**src/rtl/inst_queue.sv**
```systemverilog
// Instruction queue between fetch and decode: a circular buffer of {pc, inst}
// entries with fetch back-pressure, flush-to-new-PC and a sticky overflow flag.
module inst_queue #(
    parameter int DEPTH       = 16,
    parameter int AFULL_SLACK = 2
) (
    input  logic        clk_in,
    input  logic        rst_n_in,
    input  logic        rdy_in,
    input  logic        inst_rdy_if_in,
    input  logic [31:0] inst_if_in,
    output logic        iqfull_if_out,
    input  logic        flush_in,
    input  logic [31:0] flush_pc_in,
    output logic        inst_valid_out,
    output logic [31:0] inst_out,
    output logic [31:0] inst_pc_out,
    input  logic        inst_ready_in,
    output logic        overflow_out
);

    localparam int AW = $clog2(DEPTH);
    localparam logic [AW:0] FULL_COUNT = (AW + 1)'(DEPTH);

    typedef struct packed {
        logic [31:0] pc;
        logic [31:0] inst;
    } entry_t;

    entry_t        mem_q [DEPTH];

    logic [AW-1:0] head_q, head_d;
    logic [AW-1:0] tail_q, tail_d;
    logic [AW:0]   count_q, count_d;
    logic [31:0]   push_pc_q, push_pc_d;
    logic          overflow_q, overflow_d;

    logic          full;
    logic          push_req;
    logic          push;
    logic          pop;

    assign full           = (count_q == FULL_COUNT);
    assign inst_valid_out = (count_q != '0);
    // Early warning so fetches already in flight still find a free slot.
    assign iqfull_if_out  = ((32'(count_q) + 32'(AFULL_SLACK)) >= 32'(DEPTH));
    assign overflow_out   = overflow_q;

    assign push_req = rdy_in && inst_rdy_if_in && !flush_in;
    assign push     = push_req && !full;
    assign pop      = rdy_in && inst_valid_out && inst_ready_in && !flush_in;

    // No bypass: the head is always read from storage, so a push into an
    // empty queue becomes visible one cycle later.
    assign inst_out    = mem_q[head_q].inst;
    assign inst_pc_out = mem_q[head_q].pc;

    always_comb begin
        // NOTE: every next-state signal gets its hold value first, so no path
        // through this block can leave one unassigned and infer a latch.
        head_d     = head_q;
        tail_d     = tail_q;
        count_d    = count_q;
        push_pc_d  = push_pc_q;
        overflow_d = overflow_q;

        if (rdy_in) begin
            if (flush_in) begin
                head_d    = '0;
                tail_d    = '0;
                count_d   = '0;
                push_pc_d = flush_pc_in;
            end else begin
                if (push) begin
                    tail_d    = tail_q + 1'b1;
                    push_pc_d = push_pc_q + 32'd4;
                end
                if (pop) begin
                    head_d = head_q + 1'b1;
                end
                unique case ({push, pop})
                    2'b10:   count_d = count_q + 1'b1;
                    2'b01:   count_d = count_q - 1'b1;
                    default: count_d = count_q;
                endcase
                if (push_req && full) begin
                    overflow_d = 1'b1;
                end
            end
        end
    end

    // NOTE: sequential state uses non-blocking assignments so every register
    // samples the pre-edge values regardless of block ordering.
    always_ff @(posedge clk_in or negedge rst_n_in) begin
        if (!rst_n_in) begin
            head_q     <= '0;
            tail_q     <= '0;
            count_q    <= '0;
            push_pc_q  <= '0;
            overflow_q <= 1'b0;
        end else begin
            head_q     <= head_d;
            tail_q     <= tail_d;
            count_q    <= count_d;
            push_pc_q  <= push_pc_d;
            overflow_q <= overflow_d;
        end
    end

    // NOTE: entry storage has no reset; validity is carried entirely by
    // count_q, so clearing the array would only cost reset fan-out.
    always_ff @(posedge clk_in) begin
        if (push) begin
            mem_q[tail_q] <= '{pc: push_pc_q, inst: inst_if_in};
        end
    end

endmodule

```
**config.mk**
```make
export PLATFORM = sky130hd
export DESIGN_NAME = inst_queue
export DESIGN_NICKNAME = d
export VERILOG_FILES = /design/src/rtl/inst_queue.sv
export SDC_FILE = /design/constraint.sdc
export NUM_CORES = 1
export LEC_CHECK = 0
export CELL_PAD_IN_SITES_DETAIL_PLACEMENT = 1
export CELL_PAD_IN_SITES_GLOBAL_PLACEMENT = 1
export CORE_MARGIN = 1.5
export CORE_UTILIZATION = 48
export CTS_BUF_LIST = sky130_fd_sc_hd__clkbuf_8
export DETAILED_ROUTE_END_ITERATION = 16
export PLACE_DENSITY_LB_ADDON = 0.08
export SKIP_CTS_REPAIR_TIMING = 1
export SYNTH_ARGS = -nofsm -noshare
export SYNTH_HDL_FRONTEND = slang
export SYNTH_SLANG_ARGS = --single-unit
```
**constraint.sdc**
```tcl
create_clock -name clk_in -period 5.9 [get_ports clk_in]
set_input_delay 0.59 -clock clk_in [delete_from_list [all_inputs] [get_ports clk_in]]
set_output_delay 0.59 -clock clk_in [all_outputs]
set_load 0.005 [all_outputs]
```
# --- After elaboration in Yosys (flattened, before gate mapping) ---
# Memory sizes are Yosys's and may differ from the RTL's.
# Cells that the tools add are included.
classes:
  addsub: 6
  n_lt_le_gt_ge: 1
  n_eq_ne: 3
  mux: 10
  bitwise_logic: 1
  n_reduce_logical: 17
ops:
  columns: ["operator", "count"]
  rows:
  - ["two-way mux 32 bit", 2]
  - ["adder 32 x 3 -> 32 bit (second input constant)", 1]
  - ["two-way mux 4 bit", 4]
  - ["one-hot mux 5 bit (2 select lines)", 1]
  - ["adder 4 x 1 -> 4 bit (second input constant)", 2]
  - ["logical AND 1 bit", 7]
  - ["adder 5 x 2 -> 6 bit (second input constant)", 1]
  - ["greater-or-equal comparator 6 x 5 -> 1 bit (second input constant)", 1]
  - ["AND reduction 2 bit", 3]
  - ["adder 5 x 1 -> 5 bit (second input constant)", 1]
  - ["== test 5 bit (second input constant)", 1]
  - ["two-way mux 5 bit", 1]
  - ["nonzero test 5 bit", 1]
  - ["subtractor 5 x 1 -> 5 bit (second input constant)", 1]
  - ["nonzero test 2 bit", 2]
  - ["AND reduction 3 bit", 1]
  - ["nonzero test 3 bit", 1]
  - ["== test 2 x 1 -> 1 bit (second input constant)", 1]
  - ["== test 2 bit (second input constant)", 1]
  - ["logical NOT 1 bit", 2]
  - ["two-way mux 1 bit", 2]
  - ["inverter 1 bit", 1]
totals:
  regBits: 46
  ramBits: 1024
  input_bits: 70
  output_inout_bits: 67
  word_cells: 44
  n_memories: 1
memory_table:
  columns: ["memory", "words", "word_bits", "read_ports", "rd_clocked_by_memory_dff", "write_ports", "line_no", "source"]
  rows:
  - ["mem_q", 16, 64, 1, 0, 1, "30", "entry_t mem_q [DEPTH];"]

# --- Logic depth before layout (Yosys ltp) ---
logic_depth:
  word_depth: 7
  mapped_depth: 11
  mapped_depth_nobuf: 11

# --- Worst setup path after synthesis ---
# No wires, ideal clock.
synth_timing:
  kind: "input port to flip-flop"
  from: "input port flush_in"
  to: "memory mem_q[4][0] (netlist name), enable pin"
  setup_ns: 0.429
  t_arrival_ns: 3.290
  required_ns: 5.471
  slack_ns: 2.181
  path_stages: 7
  n_path_buf: 2
  cell_sequence: "clkbuf_1 -> nand2b_1 -> clkbuf_1 -> a211oi_1 -> nand2_1 -> nor2_1 -> and2_1"
synth_between:
  elab_chain_len: 5
synth_rtl:
  columns: ["item", "line_no", "source"]
  rows:
  - ["start: declaration", "13", "input logic flush_in,"]
  - ["logical NOT 1 bit", "49", "assign push_req = rdy_in && inst_rdy_if_in && !flush_in;"]
  - ["logical AND 1 bit", "49", null]
  - ["logical AND 1 bit", "50", "assign push = push_req && !full;"]
  - ["two-way mux 1 bit", "114", "if (push) begin"]
  - ["two-way mux 1 bit (not written as such)", "115", "mem_q[tail_q] <= '{pc: push_pc_q, inst: inst_if_in};"]
  - ["end: declaration", "30", null]
# Every way passes these cells.

# --- Worst setup path after layout ---
layout_timing:
  from: "register head_q[1]"
  to: "output port inst_pc_out[16]"
layout_between:
  elab_chain_len: 1
layout_rtl:
  columns: ["item", "line_no", "source"]
  rows:
  - ["start: declaration", "32", "logic [AW-1:0] head_q, head_d;"]
  - ["start signal: assignment", "97", "head_q <= '0;"]
  - ["start signal: assignment", "103", "head_q <= head_d;"]
  - ["memory (16 x 64 bit)", null, null]
  - ["end: declaration", "17", "output logic [31:0] inst_pc_out,"]
# Every way passes these cells.

==> results.toml <==
[die]
io_pins = 137
die_h_um = 297
initial_utilization_pct = 48.6
rows = 107
fp.coreArea_mm2 = 0.0855
die-area_mm2 = 0.0884
die_w_um = 297

[logic_synthesis]
synth-edff-count = 1024
synth_ff_type = "edfxtp_1"
yosys-top-cells-area = "edfxtp_1 (74%), mux4_2 (10%), mux2i_1 (3.4%), dfrtp_1 (2.8%), a221oi_1 (1.3%)"
async_reset_ff_share_pct = 4.30
syn_nets = 2148
synth_area_per_cell_um2 = 20.1
synth.distinct_cells = 55
yosysSeqAreaShare_pct = 76.7
syn_inst = 2068
synth_top_area_share_pct = 74.0
ys_warn_count = 0
synth_area_mm2 = 0.0416
ys_seq_elements = 1070
synth_area_leader_cell = "edfxtp_1"

[power_and_ir_drop]
pwr-share-clk_pct = 31.4
netSwitchingFraction_pct = 27.9
p_comb_share_pct = 19.6
p_per_area_mw_per_mm2 = 387
p_sw_mw = 5.13
power_frac_seq_pct = 49.0
p_leak_nw = 15.1
vdd_drop_max_mv = 0.244
p_int_mw = 13.3

[sta]
worst_pin_slew_ns = 1.38
max_clock_freq_mhz = 200
finalCritPeriodShare_pct = 84.7
finalSetupTns_ns = 0
min_period_ns = 5.00
max_slew_margin_pct = 7.87
worst_slack_ns = 0.901
drv_slew = 0
grt_setup_unrepaired = "false"
skew_ns = 0.0437
hold_ws_ns = 0.214
finalHoldViolCount = 0
finalSetupViolCount = 0

[worst_setup_path]
cp.arrival_ns = 4.41
slowest_stage = "buf_4"
start_kind = "flip-flop"
end_kind = "output port"
crit_fanout = 59
cp.required_ns = 5.31
critPathTopFamily = "buffers and inverters"
max_stage_delay_ns = 0.89
timing.critical_path.buf_inv = 2
worstPathCellList = "buf_4, mux4_2, a21oi_1, o21ai_0, clkdlybuf4s50_1"
crit_type = "reg2out"

[detailed_routing]
drt_pass1_iterations = 7
finalWirelength_mm = 106
via_per_inst = 5.98
drcViolationCount = 0
drt_iter0_drc = 1610
wl_per_cell_um = 29.5
vias = 21500
ant_nets = 0

[clocking]
clkSinkCount = 1070
insertion_delay_ns = 0.84
cts_tree = "built"
clock_path_buffers = 3
h-tree-depth = 4
cts_buffers = 172
clk_pin_slew_worst_paths_ns = 0.06
cts_root_buf = "clkbuf_8"

[placed_design]
dp_hpwl_mm = 57.5
dpl_worst_slack_ns = 1.75
place_congestion = 0.778
port_buffers = 136

[run_status]
status = "completed"

[cells_and_area]
drive_gt1_share_pct = 20.0
final_util_pct = 55.7
nets = 2392
nFillCells = 7498
multiInputGateArea_mm2 = 0.00922
syn_to_final_growth_pct = 14.6
regArea_mm2 = 0.0319

[global_routing]
grt_overflow = 0
antenna_found_initial = 3
grt_pass1_wl_mm = 158
grt_pass1_vias = 23800
gr-usage-all-layers_pct = 24.6
grt_max_degree = 65

[min_path]
min_path_type = "in2reg"

[run]
drv_cap = 0
[worst register-to-register path, stage by stage (launching register included)]
cell      delay (ns)
dfrtp_1         0.45
nor4_4          0.60
a21oi_2         0.22
nand2_1         0.29
nand3_1         0.22
inv_1           0.16
ha_1            0.27
nor2b_1         0.15
o21a_1          0.20
or4_1           0.44
a211o_1         0.30
o211ai_2        0.06
[cells by family after synthesis]
group                      count (synthesis)  share of synthesized area (%)
muxes                                    333                           13.8
buffers and inverters                    131                           1.28
DFF                                     1070                           76.7
adders and majority gates                 10                          0.319
xor gates and xnor gates                   5                          0.105
AOI/OAI and AO/OA                        360                           5.71
and+or+nand+nor                          159                           2.07
[final timing paths]
path | start | end | slack [ns] | cells past startpoint
setup / recovery | head_q[1] | inst_pc_out[16] | 0.90 | 5
hold / removal | rdy_in | count_q[4] | 0.21 | 2
setup reg to reg | count_q[1] | count_q[4] | 2.46 | 11
hold reg to reg | overflow_out | overflow_out | 0.47 | 1
max in group asynchronous | rst_n_in | head_q[0] | 4.98 | 3
min in group asynchronous | rst_n_in | push_pc_q[2] | 0.41 | 3
[area by class of cell]
class / instances / area share, %
multi-input combinational: 867 / 19.4
timing repair buffer: 186 / 4.05
clock buffer: 172 / 4.97
tap: 1144 / 3.00
clock inverter: 140 / 1.49
sequential: 1070 / 67.0
inverter: 15 / 0.121
antenna: 3 / 0.0158
[cells in the final DEF, fill, tap and decap left out, types with 7 or more instances in the layout]
master           netlist  routed
and2_4                 0       8
a22oi_1               65      65
buf_12                 0      16
nand4_1                9       9
mux4_2               192     192
and3_1                11       7
a221oi_1              64      64
dfrtp_1               46      43
nand3_1               20      20
inv_1                 15      72
mux2i_1              141     141
nor2_1                20      16
clkdlybuf4s50_1        0     134
ha_1                   9       9
clkinv_2               0      21
nor3_1                16      16
o21ai_0               75      75
a21o_1                 7       7
clkbuf_8               0     172
nand2_1               40      40
o22ai_1               26      26
edfxtp_1            1024    1024
clkinv_1               0      44
a21oi_1               89      89
buf_4                  0      33
[metal layers]
layer / GRT usage, % / part of all wire, % / up-vias
met4: 7.19 / 1.8 / 2
met3: 5.13 / 5.4 / 146
met5: 0 / 0.0066 / -
met2: 39.5 / 49 / 637
li1: - / - / 9243
met1: 34.3 / 44 / 11500
[power groups by stage]
stage	Clock (mW)	Sequential, mW	Combinational, mW
after global routing	6.22	9.07	3.90
after floorplan	0	8.93	2.43
after detailed placement	0	9.19	3.68
after global placement	0	9.16	3.63
final	5.78	9.03	3.61
after CTS	5.92	9.03	3.69
[synthesized netlist by cell type (4+ instances only)]
cell,n
and3_1,11
o22ai_1,26
inv_1,15
clkbuf_1,77
a22oi_1,65
nand3_1,20
nand4_1,9
o21ai_0,75
mux2i_1,141
nor4_1,5
and4_1,7
a21o_1,7
a21oi_1,89
o31ai_1,4
edfxtp_1,1024
or4_1,4
mux4_2,192
a221oi_1,64
buf_2,32
nor3_1,16
buf_1,7
nor2_1,20
nor2b_1,5
ha_1,9
and2_1,9
dfrtp_1,46
nand2_1,40
[metrics by stage]
stage	cell area (µm²)	total power, mW	instances
global route	47600	19.2	3596
finish	47600	18.4	3597
detailed placement	44500	12.9	3281
floorplan	41600	11.4	2068
CTS	47600	18.6	3593
global placement	44500	12.8	3281
[flip-flops by register name, indices dropped and copies added, names as in the netlist]
| signal | flops |
|---|---|
| head_q | 4 |
| push_pc_q | 32 |
| overflow_out | 1 |
| count_q | 5 |
| tail_q | 4 |
| mem_q | 1024 |
No activity file was read; power rests on OpenSTA's default activity.
